`config.mk`:
```
export PLATFORM = sky130hd
export DESIGN_NAME = mac_accum_requant
export DESIGN_NICKNAME = d
export VERILOG_FILES = /design/src/rtl/mac_accum_requant.sv
export SDC_FILE = /design/constraint.sdc
export NUM_CORES = 1
export LEC_CHECK = 0
export CELL_PAD_IN_SITES_DETAIL_PLACEMENT = 2
export CELL_PAD_IN_SITES_GLOBAL_PLACEMENT = 2
export CORE_ASPECT_RATIO = 0.7
export CORE_UTILIZATION = 42
export DETAILED_ROUTE_END_ITERATION = 8
export PLACE_DENSITY_LB_ADDON = 0.1
export SLEW_MARGIN = 10
export SYNTH_ARGS = -nofsm -noshare
export SYNTH_HDL_FRONTEND = slang
export SYNTH_SLANG_ARGS = --single-unit
```
`constraint.sdc`:
```
create_clock -name clk -period 8.6 [get_ports clk]
set_input_delay 1.29 -clock clk [delete_from_list [all_inputs] [get_ports clk]]
set_output_delay 1.29 -clock clk [all_outputs]
set_load 0.01 [all_outputs]
```
`src/rtl/mac_accum_requant.sv`:
```
// Streaming signed MAC with saturating accumulator, bias add and rounding
// requantization shift; one 32-bit result per in_last-terminated vector.
module mac_accum_requant #(
  parameter int IN_W    = 16,
  parameter int ACC_W   = 32,
  parameter int SHIFT_W = 5
) (
  input  logic                      clk,
  input  logic                      rst_n,
  input  logic                      in_valid,
  output logic                      in_ready,
  input  logic signed [IN_W-1:0]    in_act,
  input  logic signed [IN_W-1:0]    in_wgt,
  input  logic                      in_last,
  input  logic signed [ACC_W-1:0]   bias,
  input  logic        [SHIFT_W-1:0] shift,
  output logic                      out_valid,
  input  logic                      out_ready,
  output logic signed [ACC_W-1:0]   out_acc
);

  localparam int T_W = ACC_W + 2;
  localparam logic signed [ACC_W-1:0] ACC_MAX = {1'b0, {(ACC_W-1){1'b1}}};
  localparam logic signed [ACC_W-1:0] ACC_MIN = {1'b1, {(ACC_W-1){1'b0}}};

  typedef enum logic [1:0] {ACC, DRAIN, OUT} state_t;

  state_t                    state, state_nx;
  logic                      started;
  logic [1:0]                drain_cnt;
  logic                      in_fire, last_fire, out_fire;

  logic signed [2*IN_W-1:0]  prod_full;
  logic signed [ACC_W-1:0]   prod;
  logic                      prod_vld;
  logic signed [ACC_W-1:0]   acc;
  logic signed [ACC_W:0]     sum;
  logic signed [ACC_W-1:0]   sum_sat;

  logic signed [ACC_W-1:0]   bias_q;
  logic        [SHIFT_W-1:0] shift_q;
  logic signed [T_W-1:0]     rnd;
  logic signed [T_W-1:0]     t;
  logic signed [T_W-1:0]     sh;
  logic signed [ACC_W-1:0]   req;

  assign in_fire   = in_valid && in_ready;
  assign last_fire = in_fire && in_last;
  assign out_fire  = out_valid && out_ready;

  // State register
  always_ff @(posedge clk or negedge rst_n) begin
    if (!rst_n) state <= ACC;
    else        state <= state_nx;
  end

  // Next-state logic
  always_comb begin
    state_nx = state;
    unique case (state)
      ACC:     if (last_fire) state_nx = DRAIN;
      DRAIN:   if (drain_cnt == 2'd2) state_nx = OUT;
      OUT:     if (out_fire) state_nx = ACC;
      default: state_nx = ACC;
    endcase
  end

  // Output logic; in_ready stays low until the first edge after reset release
  always_comb begin
    in_ready  = 1'b0;
    out_valid = 1'b0;
    unique case (state)
      ACC:     in_ready  = started;
      DRAIN:   ;
      OUT:     out_valid = 1'b1;
      default: ;
    endcase
  end

  always_ff @(posedge clk or negedge rst_n) begin
    if (!rst_n) begin
      started   <= 1'b0;
      drain_cnt <= '0;
    end else begin
      started   <= 1'b1;
      drain_cnt <= (state == DRAIN) ? drain_cnt + 2'd1 : '0;
    end
  end

  // Stage 1: full-width product register
  assign prod_full = in_act * in_wgt;

  always_ff @(posedge clk or negedge rst_n) begin
    if (!rst_n) begin
      prod     <= '0;
      prod_vld <= 1'b0;
    end else begin
      prod_vld <= in_fire;
      if (in_fire) prod <= ACC_W'(prod_full);
    end
  end

  // Stage 2: one extra bit of headroom, then clamp on sign disagreement
  always_comb begin
    sum     = {acc[ACC_W-1], acc} + {prod[ACC_W-1], prod};
    sum_sat = sum[ACC_W-1:0];
    if (sum[ACC_W] != sum[ACC_W-1])
      sum_sat = sum[ACC_W] ? ACC_MIN : ACC_MAX;
  end

  always_ff @(posedge clk or negedge rst_n) begin
    if (!rst_n)        acc <= '0;
    else if (out_fire) acc <= '0;
    else if (prod_vld) acc <= sum_sat;
  end

  always_ff @(posedge clk or negedge rst_n) begin
    if (!rst_n) begin
      bias_q  <= '0;
      shift_q <= '0;
    end else if (last_fire) begin
      bias_q  <= bias;
      shift_q <= shift;
    end
  end

  // Requantization: round half up, arithmetic shift, clamp back to ACC_W
  always_comb begin
    rnd = '0;
    if (shift_q != '0) rnd = T_W'(1) << (shift_q - SHIFT_W'(1));
    t   = {{2{acc[ACC_W-1]}}, acc} + {{2{bias_q[ACC_W-1]}}, bias_q} + rnd;
    sh  = t >>> shift_q;
    req = sh[ACC_W-1:0];
    if (!((&sh[T_W-1:ACC_W-1]) || !(|sh[T_W-1:ACC_W-1])))
      req = sh[T_W-1] ? ACC_MIN : ACC_MAX;
  end

  always_ff @(posedge clk or negedge rst_n) begin
    if (!rst_n)                                   out_acc <= '0;
    else if (state == DRAIN && state_nx == OUT)   out_acc <= req;
  end

endmodule

```
Word level (Yosys, flattened, before mapping)
Cells that the tools add are included.
- memory bits (read-only): 0
- register bits: 139
- word-level logic and storage cells: 47
- bits in latches: 0
- memories kept: 0
- bits in writable memories: 0
- add/subtract/negate cells: 5
- muxes and demuxes: 14
- $mul: 1
- $lt $le $gt $ge: 0
- div/mod/pow operators: 0
- bitwise operators: 0
- eq/ne operators: 5
- reductions and logical operators: 11
- shifts and indexed selects: 2
- operator list (operator ; count):
    2-to-1 mux 32 bit ; 6
    adder 32 x 32 -> 33 bit ; 2
    adder 34 bit ; 1
    2-to-1 mux 34 bit ; 1
    left shift 1 x 5 -> 34 bit (first input constant) ; 1
    >>> shifter 34 x 5 -> 34 bit ; 1
    multiplier 16 x 16 -> 32 bit ; 1
    2-to-1 mux 2 bit ; 4
    == test 2 bit (second input constant) ; 3
    one-hot mux 2 bit (3 select lines) ; 1
    nonzero test 5 bit ; 1
    subtractor 5 x 1 -> 5 bit (second input constant) ; 1
    logical AND 1 bit ; 4
    AND reduction 3 bit ; 1
    OR reduction 3 bit ; 1
    adder 2 x 1 -> 2 bit (second input constant) ; 1
    == test 2 x 1 -> 1 bit (second input constant) ; 1
    logical NOT 2 bit ; 1
    2-to-1 mux 1 bit ; 2
    nonzero test 2 bit ; 1
    logical NOT 1 bit ; 1
    logical OR 1 bit ; 1
    != test 1 bit ; 1

Logic depth before layout (Yosys ltp)
- depth after elaboration: 9
- depth in mapped cells: 28
- depth with buffers taken out: 25

Least setup slack after synthesis
Ideal clock, no wire load.
- path kind: in2reg
- start: input port in_wgt[1]
- end: register prod[30]
- library setup time: 0.133 ns
- cell stages on the path: 25
- path buffers: 1
- setup slack: 1.474 ns
- arrival: 6.993 ns
- cell sequence: clkbuf_1 > nand2_1 > fa_1 > inv_1 > fa_1 > inv_1 > fa_1 > inv_1 > fa_1 > inv_1 > fa_1 > fa_1 > inv_1 > ha_1 > a21oi_1 > o21ai_0 > a211oi_1 > o21ai_0 > a31oi_1 > o21ai_0 > o41a_1 > a41oi_1 > a21oi_1 > xnor2_1 > o21ai_0
- longest elaborated chain between the ends: 1
- ends and longest elaborated chain (item ; RTL line ; RTL):
    start, declared ; 13 ; input logic signed [IN_W-1:0] in_wgt,
    multiplier 16 x 16 -> 32 bit ; 91 ; assign prod_full = in_act * in_wgt;
    end signal, assigned ; 99 ; if (in_fire) prod <= ACC_W'(prod_full);
    end, declared ; 34 ; logic signed [ACC_W-1:0] prod;
No other way between the ends.
A chain may end at the register's enable or synchronous reset.

Worst setup path in the final report
- start: input port in_wgt[9]
- end: register prod[30]
Same word-level chain as after synthesis.

==> flow_metrics.env <==
export IMPL_start_util=0.4265
export IMPL_yosys_area_share_simple=0.1652
export IMPL_worstPathArrival_ps=8610
export IMPL_path_class="primary input to register"
export IMPL_mostFrequentLayoutCell="inv_1"
export IMPL_hold_viol_final=0
export IMPL_muxShareOfSynthArea=0.05148
export IMPL_cp_max_fo=16
export IMPL_slew_violations=0
export IMPL_die_h_um=195.0
export IMPL_clock_latency_ps=450
export IMPL_path_delay_family="adder cells"
export IMPL_ys_warn_count=0
export IMPL_grt_max_degree=84
export IMPL_synthArstFlopShare=1.000
export IMPL_io_buffers=107
export IMPL_hold_class="register to register"
export IMPL_syn_area_per_cell_um2=8.582
export IMPL_tightestPinTransition_ps=1087
export IMPL_maxCapViolCount=0
export IMPL_synth_cell_area_um2=22340
export IMPL_synth_xor_xnor_area_share=0.04856
export IMPL_ys_ff_latch=139
export IMPL_htreeDepth=4
export IMPL_synth_edf_count=0
export IMPL_critPathBufInv=7
export IMPL_clockBufferDepth=2
export IMPL_gp_congestion=0.9323
export IMPL_synth_seq_area_share=0.1557
export IMPL_relSlewSlack=0.2752
export IMPL_num_rows=70
export IMPL_critical_path_max_stage_delay_ps=1000
export IMPL_critPathSlowestCell="clkdlybuf4s50_1"
export IMPL_die_w_um=277.6
export IMPL_post_drt_wl_per_cell_um=24.02
export IMPL_fmax_ghz=0.1204
export IMPL_grt_overflow=0
export IMPL_crit_top_cell="fa_1"
export IMPL_setup_violations_final=0
export IMPL_vias=19660
export IMPL_dieArea_um2=54130
export IMPL_clk_pin_slew_ps=60
export IMPL_first_pass_iters=7
export IMPL_io_pins=108
export IMPL_final_cell_mix="inv_1 (359), nand2_1 (347), fa_1 (265), ha_1 (181), o21ai_0 (141)"
export IMPL_cts_sinks=139
export IMPL_routed_wl_um=81110
export IMPL_grt_pass1_wl_um=130500
export IMPL_status="finished, final reports clean"
export IMPL_drc=0
export IMPL_skew_ps=10.77
export IMPL_critPathRequiredTime_ps=8900
export IMPL_synth_top_family_by_area="adder cells"
export IMPL_synth_ff_type="dfrtp_1"
export IMPL_worstSetupEndpointType="register"
export IMPL_cts_buffers=17
export IMPL_synthCells=2603
export IMPL_antenna_cells=0
export IMPL_grt_pass1_vias=22580
export IMPL_cts_tree="built"
export IMPL_period_minus_slack_ps=8306
export IMPL_drive_above_1_share=0.07352
export IMPL_place_detailed_hpwl_um=67070
export IMPL_area_growth_pct=11.42
export IMPL_ant_nets=0
export IMPL_ys_types=88
export IMPL_avgViaCountPerCell=5.822
export IMPL_antenna_found_initial=3
export IMPL_start_kind="primary input"
export IMPL_whs_ps=431.1
export IMPL_synthAdderAreaFrac=0.3389
export IMPL_drtIter0Drc=1151
export IMPL_rsz0062_at_grt="false"
export IMPL_fin_nets=3202
export IMPL_cts_root_buffer="clkbuf_16"
export IMPL_grt_use_total=0.3111
export IMPL_holdBufCountCts=0
export IMPL_synth_compound_area_share=0.1607
export IMPL_core_area_um2=52380
export IMPL_period_share=0.9658
export IMPL_syn_num_nets=3123
[cell usage after synthesis, types with 31 or more instances]
master / number / area (µm²)
a21o_1: 44 / 330.3
a21oi_1: 136 / 680.7
and2_1: 110 / 688.2
clkbuf_1: 91 / 341.6
dfrtp_1: 139 / 3478
fa_1: 265 / 5305
ha_1: 181 / 2265
inv_1: 359 / 1348
mux2_2: 45 / 506.7
nand2_1: 349 / 1310
nand3_1: 31 / 155.2
nor2_1: 133 / 499.2
nor3_1: 42 / 210.2
o21ai_0: 141 / 705.7
xnor2_1: 90 / 788.3
xor2_1: 32 / 280.3
[worst reg2reg max path: stages, from the launching register on]
cell	delay, ps
dfrtp_1	470
ha_1	330
a21o_1	160
a21o_1	200
a21oi_1	270
o211ai_1	170
nand3_1	180
a311oi_1	200
a311oi_1	750
o21ai_0	340
xor2_1	310
ha_1	390
a21oi_1	280
o21bai_1	120
a21o_1	220
or3_1	310
a211oi_1	510
nor2_2	140
xnor2_1	170
a222oi_1	770
inv_1	180
a221oi_1	440
o221a_2	260
[worst paths after layout]
kind | depth (start not counted) | startpoint | slack (ps) | end
worst min-delay path | 1 | drain_cnt[0] | 430 | drain_cnt[0]
worst max register to register | 22 | acc[1] | 1360 | out_acc[27]
worst max-delay path | 26 | in_wgt[9] | 290 | prod[30]
min in group asynchronous | 1 | rst_n | 870 | prod[1]
max in group asynchronous | 2 | rst_n | 6450 | out_acc[31]
worst min register to register | 1 | drain_cnt[0] | 430 | drain_cnt[0]
[cell type report]
cell class,count,area [µm²]
fillers,5851,27490
multi-input cells,1994,17100
flip-flops and latches,139,3478
repair buffers,167,1525
inverters,363,1363
well taps,684,855.8
clock buffers,18,439.2
clock inverters,12,125.1
[registers in the layout (all words and copies together) (netlist names)]
register / cells
out_acc: 32
drain_cnt: 2
prod: 32
state: 2
bias_q: 32
prod_vld: 1
acc: 32
shift_q: 5
started: 1
[per-layer routing]
metal  wire (µm)  GRT usage  vias up
li1            -          -     8830
met1       38520     0.4468    10310
met2       37080     0.4949      436
met3        4057    0.04676       88
met4        1442    0.06773        2
met5           8          0        -
[logic make-up after synthesis]
group / Yosys count
AOI/OAI and AO/OA: 547
xor gates and xnor gates: 123
adders and majority gates: 446
buffers and inverters: 470
DFF: 139
muxes: 88
other: 1
and+or+nand+nor: 789
[what timing repair did]
item,in CTS,in global routing
setup buffers,0,0
endpoints found under the hold margin,0,0
setup endpoints to repair,0,1
resized for setup,0,1
[through the flow]
step	utilization	cell area (µm²)	TNS [ps]	worst slack, ps	std cells
3_3_place_gp	0.4644	24320	0	341.7	3347
2_1_floorplan	-	22340	0	1474	2603
4_1_cts	0.4752	24890	0	288.9	3377
5_1_grt	0.4752	24890	0	54.97	3377
3_5_place_dp	0.4644	24320	-216.5	-154.8	3347
6_report	0.4752	24890	0	294.3	3377
Power is not shown: default switching activity piles up to over one toggle a cycle in this logic, so the estimate is an artifact.
